### config.mk
export PLATFORM = sky130hd
export DESIGN_NAME = dmem_dump_reader
export DESIGN_NICKNAME = d
export VERILOG_FILES = /design/src/rtl/dmem_dump_reader.sv
export SDC_FILE = /design/constraint.sdc
export NUM_CORES = 1
export LEC_CHECK = 0
export ABC_AREA = 1
export CAP_MARGIN = 0
export CORE_MARGIN = 4
export CORE_UTILIZATION = 40
export DETAILED_ROUTE_END_ITERATION = 8
export PLACE_DENSITY = 0.73
export RECOVER_POWER = 50
export SYNTH_ARGS = -nofsm -noshare
export SYNTH_HDL_FRONTEND = slang
export SYNTH_SLANG_ARGS = --single-unit
### constraint.sdc
create_clock -name clock_i -period 1.5 [get_ports clock_i]
set_input_delay 0.225 -clock clock_i [delete_from_list [all_inputs] [get_ports clock_i]]
set_output_delay 0.225 -clock clock_i [all_outputs]
set_load 0.01 [all_outputs]
### src/rtl/dmem_dump_reader.sv
// Data-memory dump reader: walks an inclusive word-address range, reads each
// word through the data-memory read port and serializes it MSB-first as a
// valid/ready byte stream for the debug UART transmitter. Never writes memory.
module dmem_dump_reader #(
  parameter int unsigned NB_DATA = 32,
  parameter int unsigned NB_ADDR = 7,
  parameter int unsigned NB_BYTE = 8
) (
  input  logic               clock_i,
  input  logic               reset_i,
  input  logic               start_i,
  input  logic [NB_ADDR-1:0] addr_first_i,
  input  logic [NB_ADDR-1:0] addr_last_i,
  output logic [NB_ADDR-1:0] mem_addr_o,
  output logic               mem_read_o,
  output logic               mem_write_o,
  input  logic [NB_DATA-1:0] mem_data_i,
  output logic [NB_BYTE-1:0] tx_data_o,
  output logic               tx_valid_o,
  input  logic               tx_ready_i,
  output logic               busy_o,
  output logic               done_o
);

  localparam int unsigned NumBytes = NB_DATA / NB_BYTE;
  localparam int unsigned CntW     = (NumBytes > 1) ? $clog2(NumBytes) : 1;
  localparam logic [CntW-1:0] LastByte = CntW'(NumBytes - 1);

  typedef enum logic [1:0] {
    StIdle,
    StReq,
    StSend,
    StDone
  } state_e;

  state_e              state_q;
  logic [NB_ADDR-1:0]  addr_q;
  logic [NB_ADDR-1:0]  last_q;
  logic [CntW-1:0]     byte_cnt_q;
  logic [NB_DATA-1:0]  word_q;

  // Dump sequencer: range capture, one-cycle read request, byte shift-out.
  always_ff @(posedge clock_i or negedge reset_i) begin
    if (!reset_i) begin
      state_q    <= StIdle;
      addr_q     <= '0;
      last_q     <= '0;
      byte_cnt_q <= '0;
      word_q     <= '0;
    end else begin
      unique case (state_q)
        StIdle: begin
          if (start_i) begin
            addr_q  <= addr_first_i;
            last_q  <= addr_last_i;
            // An inverted range finishes without touching memory.
            state_q <= (addr_first_i > addr_last_i) ? StDone : StReq;
          end
        end
        StReq: begin
          // Memory has updated mem_data_i on the mid-cycle negedge.
          word_q     <= mem_data_i;
          byte_cnt_q <= '0;
          state_q    <= StSend;
        end
        StSend: begin
          if (tx_ready_i) begin
            word_q     <= word_q << NB_BYTE;
            byte_cnt_q <= byte_cnt_q + CntW'(1);
            if (byte_cnt_q == LastByte) begin
              // Compare before incrementing so the top address never wraps.
              if (addr_q == last_q) begin
                state_q <= StDone;
              end else begin
                addr_q  <= addr_q + NB_ADDR'(1);
                state_q <= StReq;
              end
            end
          end
        end
        StDone: begin
          state_q <= StIdle;
        end
        default: begin
          state_q <= StIdle;
        end
      endcase
    end
  end

  // Outputs decode only from registered state, so they are glitch-free and
  // hold steady while the transmitter stalls.
  always_comb begin
    mem_read_o  = (state_q == StReq);
    mem_addr_o  = ((state_q == StReq) || (state_q == StSend)) ? addr_q : '0;
    tx_valid_o  = (state_q == StSend);
    tx_data_o   = (state_q == StSend) ? word_q[NB_DATA-1 -: NB_BYTE] : '0;
    busy_o      = (state_q == StReq) || (state_q == StSend);
    done_o      = (state_q == StDone);
    mem_write_o = 1'b0;
  end

endmodule

# Yosys cells after proc, flatten, opt, wreduce, memory -nomap -nowiden
# Cells that the tools add are included.
[totals]
latch_bits = 0
input_bits = 50
romBits = 0
mem_count = 0
ff_bits = 50
wordCells = 42
mem_bits_rw = 0
out_inout_bits = 20
[classes]
multipliers = 0
div = 0
n_shift = 0
addsub = 2
eq_ne = 9
bitwise_logic = 0
reduce_logical = 8
magnitude_cmp = 1
n_mux = 17
[ops]
columns = ["operator", "n"]
rows = [
  ["$pmux W32 S2", 1],
  ["$mux W7", 5],
  ["$mux W32", 1],
  ["$pmux W7 S2", 1],
  ["$mux W2", 6],
  ["$mux W8", 1],
  ["$pmux W2 S4", 1],
  ["$add A7 B1 Y7 const B", 1],
  ["$eq A7 B7 Y1", 1],
  ["$gt A7 B7 Y1", 1],
  ["$eq A2 B2 Y1 const B", 3],
  ["$reduce_and A5 Y1", 1],
  ["$ne A2 B1 Y1 const B", 2],
  ["$ne A2 B2 Y1 const B", 2],
  ["$pmux W2 S2", 1],
  ["$reduce_and A2 Y1", 2],
  ["$reduce_bool A2 Y1", 2],
  ["$reduce_and A3 Y1", 1],
  ["$add A2 B1 Y2 const B", 1],
  ["$eq A2 B1 Y1 const B", 1],
  ["$logic_not A2 Y1", 1],
  ["$logic_or A1 B1 Y1", 1],
]

# Logic depth before layout (Yosys ltp)
[depth]
word_depth = 5
depth_mapped = 11
ltp_nobuf = 10

# Worst setup path before layout
# OpenSTA, ideal clock, no wires.
[synth_timing]
path_kind = "register to register"
start = "register state_q[0]"
end = "register addr_q[3]"
path_slack_ps = -120
required_ps = 1383
n_path_buf = 2
stages_incl_launch_ff = 12
t_arrival_ps = 1503
synth_period_minus_slack_ps = 1620
path_cell_list = "dfrtp_1 inv_1 ha_1 buf_6 inv_2 a21oi_2 nand2_2 nor2_4 a21oi_4 buf_8 nand2_2 o21ai_2"
[synth_between]
elab_chain_len = 3
[synth_lines]
columns = ["item", "line", "text"]
rows = [
  ["start, declared", "36", "state_e state_q;"],
  ["start signal, assigned", "45", "state_q <= StIdle;"],
  ["start signal, assigned", "57", "state_q <= (addr_first_i > addr_last_i) ? StDone : StReq;"],
  ["start signal, assigned", "64", "state_q <= StSend;"],
  ["$eq A2 B2 Y1 (*)", "-", ""],
  ["net tx_valid_o", "19", "output logic tx_valid_o,"],
  ["$ne A2 B2 Y1 (no source line), or another cell as far along", "-", ""],
  ["$reduce_and A5 Y1 (no source line)", "-", ""],
  ["end signal, assigned", "54", "addr_q <= addr_first_i;"],
  ["end signal, assigned", "75", "addr_q <= addr_q + NB_ADDR'(1);"],
  ["end, declared", "37", "logic [NB_ADDR-1:0] addr_q;"],
]
# The timed path passes the listed nets; every way through them passes the cells marked *.
# A chain may end at the register's enable or synchronous reset.

# Worst setup path in the final report
[layout_timing]
start = "register state_q[0]"
end = "register word_q[19]"
[layout_between]
elab_chain_len = 3
[layout_lines]
columns = ["item", "line", "text"]
rows = [
  ["$eq A2 B2 Y1 / $eq A2 B1 Y1 (equally long branches)", "51", "unique case (state_q)"],
  ["$ne A2 B1 Y1 (no source line) / $reduce_bool A2 Y1 (equally long branches)", "-", ""],
  ["$reduce_and A2 Y1 (no source line)", "-", ""],
  ["end signal, assigned", "62", "word_q <= mem_data_i;"],
  ["end signal, assigned", "68", "word_q <= word_q << NB_BYTE;"],
  ["end, declared", "40", "logic [NB_DATA-1:0] word_q;"],
]
# Several ways; a longest one is shown, not always the timed one.

==> run_results.csv <==
group,metric,value,unit
run_status,status,"finished with violations",
run_status,violations,"negative setup slack",
final_layout,drive_gt1_frac,0.352,
place,dp_hpwl,5250,um
run,drv_cap,0,
sta,finalSetupViolations,51,
pwr,powerDensity,2360,nW/um^2
detailed_routing,drt_iter0_drc,194,
sta,clock.fmax,0.545,GHz
floorplanning,placementRows,30,
final_layout,areaGrowthSynthToFinish,65.0,%
synthesis,ys_warn_count,0,
global_routing,grt_pass1_wl,13800,um
synthesis,synth_edf_count,0,
floorplanning,dieArea,8770,sq um
worst_setup_path,path_class,"reg -> reg",
sta,relSlewSlack,0.533,
synthesis,yosys.area.top_type,"dfrtp_1",
global_routing,grt_max_degree,51,
clock_network,clk_latency,0.30,ns
worst_setup_path,worstPathCellList,"inv_2 -> buf_6 -> ha_4 -> buf_6 -> buf_12 -> buf_8 -> nand2_8 -> nand2_8 -> buf_6 -> buf_12 -> nor2_4 -> a31oi_1",
global_routing,global_route.usage.met2,0.347,
clock_network,cts_tree,"done",
global_routing,antenna_found_initial,0,
worst_setup_path,crit_top_cell,"buf_6",
global_routing,grt.overflow.total,0,
global_routing,gr-max-usage-layer,"met2",
sta,tightest_slew,0.700,ns
synthesis,yosysTopAreaCellShare,0.426,
worst_setup_path,cp_top_family,"buffers and inverters",
sta,hold-worst-slack,0.461,ns
synthesis,synth_cells,392,
worst_hold_path,hp-class,"in -> reg",
sta,layout_min_cycle_time,1.83,ns
sta,fin_skew,0.00624,ns
global_routing,grt_pass1_vias,2963,
place,gp_congestion,0.900,
clock_network,cts_buffer_depth,2,
clock_network,clockRootBuffer,"clkbuf_8",
final_layout,instances_no_fill,599,
global_routing,met3_usage,0.0306,
synthesis,seq_area_frac_synth,0.426,
worst_setup_path,crit_required,1.71,ns
synthesis,synth-seq-cells,50,
final_layout,postLayoutCoreUtil,0.697,
final_layout,antennaDiodeCount,0,
worst_setup_path,start_kind,"register",
detailed_routing,drc,0,
worst_setup_path,critPathMaxStageDelay,0.40,ns
worst_setup_path,crit_slowest_cell,"dfrtp_1",
floorplanning,pin_count,70,
detailed_routing,wl_per_cell,15.4,um
global_routing,track_usage,0.197,
sta,grt_setup_unrepaired,"yes",
floorplanning,die_w,93.6,um
synthesis,yosysMostFrequentCell,"nand2_1",
floorplanning,core,6940,sq um
place,placedCellCount,567,
synthesis,syn-num-nets,456,
detailed_routing,via_per_inst,5.09,
clock_network,numCtsBuffers,5,
worst_setup_path,worst-path-buf-inv,7,
detailed_routing,antenna_left,0,
synthesis,avgSynthCellArea,7.48,sq um
synthesis,synth_ff_type,"dfrtp_1",
synthesis,async_reset_ff_frac,1.00,
synthesis,synth_commonest_cells,"138 x nand2_1, 50 x dfrtp_1, 38 x inv_1",
clock_network,cts.sinks,50,
sta,hold_viol,0,
pwr,ir_drop,1.19,mV
sta,layout_setup_ws,-0.333,ns
final_layout,final_nets,566,
clock_network,path_clk_slew,0.10,ns
floorplanning,dieHeight,93.6,um
sta,post-route-period-util,1.22,
worst_setup_path,cp_max_fo,7,
detailed_routing,drt-total-wl,9230,um
clock_network,htree_levels,2,
synthesis,ys_top_cells_by_area,"dfrtp_1 43%, nand2_1 18%, ha_1 6.0%",
synthesis,synth_area,2930,sq um
sta,slew_violations,0,
place,port_buffers,68,
final_layout,fillCellCount,484,
global_routing,grtUsageMet1,0.255,
worst_setup_path,crit_arrival,2.04,ns
floorplanning,initial_core_util,0.423,
synthesis,ys_types,30,
place,place_ws,-0.221,ns
detailed_routing,vias,3048,
detailed_routing,dr.pass1.iters,4,
worst_setup_path,endpoint_kind,"register",
pwr,p_leak,2.34,nW
sta,tns,-10.53,ns
sequential cells by signal (all words and copies together), names as in the netlist:
register,flops
word_q,32
addr_q,7
last_q,7
byte_cnt_q,2
state_q,2
worst paths after layout:
check | startpoint | endpoint | slack, ns | depth (start not counted)
max | state_q[0] | word_q[19] | -0.33 | 12
min | mem_data_i[2] | word_q[2] | 0.46 | 3
max reg2reg | state_q[0] | word_q[19] | -0.33 | 12
min reg2reg | byte_cnt_q[0] | byte_cnt_q[0] | 0.51 | 1
max in group asynchronous | reset_i | last_q[6] | 0.42 | 3
min in group asynchronous | reset_i | state_q[1] | 0.60 | 3
cell usage in the layout, fill, tap and decap left out, drive strengths merged:
cell type	n
clkdlybuf4s50	48
dlygate4sd3	1
xor2	2
clkbuf	7
or2	1
nand3	26
nand3b	1
nor2	33
o21ai	19
dfrtp	50
nand2	143
conb	1
inv	48
bufinv	1
buf	73
clkinv	1
a21oi	8
a31oi	24
nand4	1
ha	14
a21o	1
cell families after synthesis:
kind of cell	after synthesis	synth area share
xor+xnor	2	0.00597
other cells	1	0.00128
simple gates	205	0.289
flops	50	0.426
buf+inv	68	0.104
compound gates	52	0.114
fa+ha+maj	14	0.0597
power breakdown:
part	leakage (nW)	total, mW	internal (mW)	switching [mW]
clock	0.0587	0.989	0.506	0.483
sequential	0.593	2.73	2.02	0.708
combinational	1.69	7.72	3.83	3.89
layer usage:
layer | part of all wire | routed length [um] | vias to the layer above
met5 | 0 | 0 | -
met4 | 0.028 | 255 | 0
met3 | 0.050 | 462 | 22
met2 | 0.52 | 4760 | 101
met1 | 0.41 | 3750 | 1464
li1 | - | - | 1461
worst register-to-register path: cells and delay by family, from the launching register on:
kind / cells / cell delay, ns
buffers and inverters: 7 / 0.83
DFF: 1 / 0.40
adders and majority gates: 1 / 0.13
AOI/OAI and AO/OA: 1 / 0.22
and+or+nand+nor: 3 / 0.18
cell type report:
| cell class | count | area (sq um) | area share |
|---|---|---|---|
| Multi-Input combinational cell | 274 | 1840 | 0.380 |
| Timing Repair Buffer | 124 | 1330 | 0.274 |
| Sequential cell | 50 | 1250 | 0.258 |
| Inverter | 47 | 186 | 0.0385 |
| Tap cell | 96 | 120 | 0.0248 |
| Clock buffer | 5 | 68.8 | 0.0142 |
| Clock inverter | 3 | 47.5 | 0.00982 |
per-stage QoR:
stage | area, sq um | power [mW]
6_report | 4840 | 11.4
5_1_grt | 4840 | 12.2
4_1_cts | 4440 | 9.87
3_5_place_dp | 3930 | 7.40
3_3_place_gp | 3930 | 7.23
2_1_floorplan | 2960 | 5.57
timing repair:
action                                  in CTS  in global routing
hold buffers                                 1                  0
cloned                                       6                  0
endpoints found under the setup margin      52                 63
pin swaps                                    6                 11
buffers inserted                            17                  5
gates resized for setup                    126                 97
endpoints found under the hold margin       50                  0
No activity file was read; power rests on OpenSTA's default activity.
==> RTL edit: new RTL, config.mk and constraints unchanged <==
Reset style: synchronous (`reset_i`), changed in one clocked block.
--- a/src/rtl/dmem_dump_reader.sv
+++ b/src/rtl/dmem_dump_reader.sv
@@ -42,3 +42,3 @@
   // Dump sequencer: range capture, one-cycle read request, byte shift-out.
-  always_ff @(posedge clock_i or negedge reset_i) begin
+  always_ff @(posedge clock_i) begin
     if (!reset_i) begin
Behaviour: differs if reset_i is asserted again (counterexample within 4 cycles, from zero or initial values and one cycle with reset_i low); with reset_i held inactive, the same outputs for 10 cycles.
==> RTL edit against the original RTL <==
  * The flow still finishes with violations (setup timing)
  * Power is 25% lower
  * Cell area is 11% lower
  * Synthesized area is 5.8% lower
  * Critical path type unchanged
  * Global-route usage is 0.13 points lower
  * Clock skew is 3.8 ps higher
  * Routed wire length is 11% lower
  * Sequential cell count stayed put
  * Synthesized cell count is 4.1% higher
  * Setup slack better by 200 ps
==> RTL edit: results (changes against the original RTL) <==
Layout
The number of nets in the final layout is 578 (+2.1%). The fraction of area in non-clock buffers came to 27.21% (-0.21 points). The clock tree cell share of total cell area was 1.927% (-0.48 points). The area growth from synthesis to layout is 55.05%.

The area used by multi-input combinational logic is 1720 µm² (-6.5%). The count of non-CTS buffers in the layout is 119 (-4.0%). The share of cells above drive strength 1 is 30.54% (-4.6 points). The fill cell instance count of the final layout is 543 (+12%). The area occupied by registers is 1006 µm² (-20%). The number of standard cells in the final layout excluding fillers is 594 (-0.83%).

Worst setup path
The number of cell instances on the worst register-to-register path is 11 (-1). In this run the critical register-to-register path is launched from state_q[0]. The arrival time reported for the critical path endpoint is 1850 ps (-190 ps). The stage delay of the slowest cell on the critical path is 360 ps (-40 ps). The standard cell with the maximum stage delay on the critical path is sky130_fd_sc_hd__dfxtp_2. The maximum fanout along the worst path is 5 (-2). The reg-to-reg critical path endpoint is word_q[31].

Global route
The wire length of the first global-routing pass is 13,680 µm (-1.1%). The overall routing resource usage is 19.59% (-0.13 points). The pin count of the biggest net entering global routing is 42 (-18%).

Clock tree
The number of sinks on the clock net is 50 (unchanged). The post-cts repair resize count is 148 (+17%). The number of buffers on the longest clock path is 2 (unchanged).

Placed design
The minimum setup slack after placement is -242.7 ps (-21.91 ps). The placer's final routability congestion estimate was 0.8686 (-3.5%). The HPWL after detailed placement is 5200 µm (-0.89%). The number of placed instances with taps included is 565 (-0.35%).

The post-place instance area was 3701 µm² (-5.7%).

Synth
The fraction of registers with async set/reset came to 0% (-100 points). The sequential share of the synthesized area was 36.22% (-6.4 points). The number of distinct library cell variants in the gate-level netlist after synthesis was 29 (-3.3%). The adder and majority cell fraction of the synthesized area was 6.338% (+0.37 points). The dominant register cell in the synthesized netlist is sky130_fd_sc_hd__dfxtp_1. The multiplexer fraction of the synthesized cell area came to 0.3622% (+0.36 points).

The number of instances in the synthesized netlist is 408 (+4.1%). The number of nets in the synthesized netlist is 472 (+3.5%). The parity-gate share of the synthesized area counting xor and xnor cells came to 0% (-0.60 points). The area fraction in compound gates after synthesis was 17.97% (+6.6 points).

Die
The die outline width is 91.13 µm (-2.7%).

Timing
The final setup violation count is 45 (-12%). The worst-case hold slack came to 471.2 ps (+10.49 ps). The setup TNS is -2998 ps (+7535 ps). The worst-case clock skew is 10.08 ps (+3.837 ps). The final setup slack of the worst path is -132.1 ps (+201.3 ps).

Detailed routing
The total number of vias is 2,995 (-1.7%). The first-pass detailed-route iteration total came to 4 (unchanged). The aggregate routed wire length is 8205 µm (-11%). The initial detailed-routing violation count was 206 (+6.2%).

Worst hold path
The startpoint of the lowest-slack hold path is byte_cnt_q[1]. The type of the most critical hold path is flip-flop to flip-flop. The number of cells on the worst hold path is 2 (-1).

Status
The checks that failed: setup timing. The run finished, with violations left.

Power
The leakage power summed over all cells is 1.994 nW (-15%). The largest voltage drop on the vdd net is 0.0008630 V (-28%).
RTL edit: cell count changes after synthesis, sizes merged, moves of 2 or more:
cell,change
nor2,-10
nand3,-18
xor2,-2
a21oi,+16
dfrtp,-50
o21ai,+19
inv,+5
dfxtp,+50
RTL edit: power breakdown:
group | total (mW) | internal (mW) | switching [mW]
Combinational | 5.49 | 2.68 | 2.81
Clock | 0.783 | 0.324 | 0.459
Sequential | 2.34 | 1.89 | 0.453
RTL edit: how the worst max path moves through the flow:
stage	start	to	depth (start not counted)	slack [ps]
detailed placement	state_q[0]	mem_addr_o[1]	5	-240
global route	state_q[0]	word_q[31]	11	-190
finish	state_q[0]	word_q[31]	11	-130
CTS	state_q[0]	tx_valid_o	5	-140
global placement	state_q[0]	mem_addr_o[0]	5	-190
floorplan	state_q[0]	addr_q[5]	11	-10
RTL edit: layer usage:
layer  track usage, %  vias to the layer above  wire, µm
li1                 -                     1524         -
met3            3.563                       16       394
met4            5.528                        0       172
met5                0                        -         0
met2            33.54                       92      4055
met1            25.13                     1363      3583
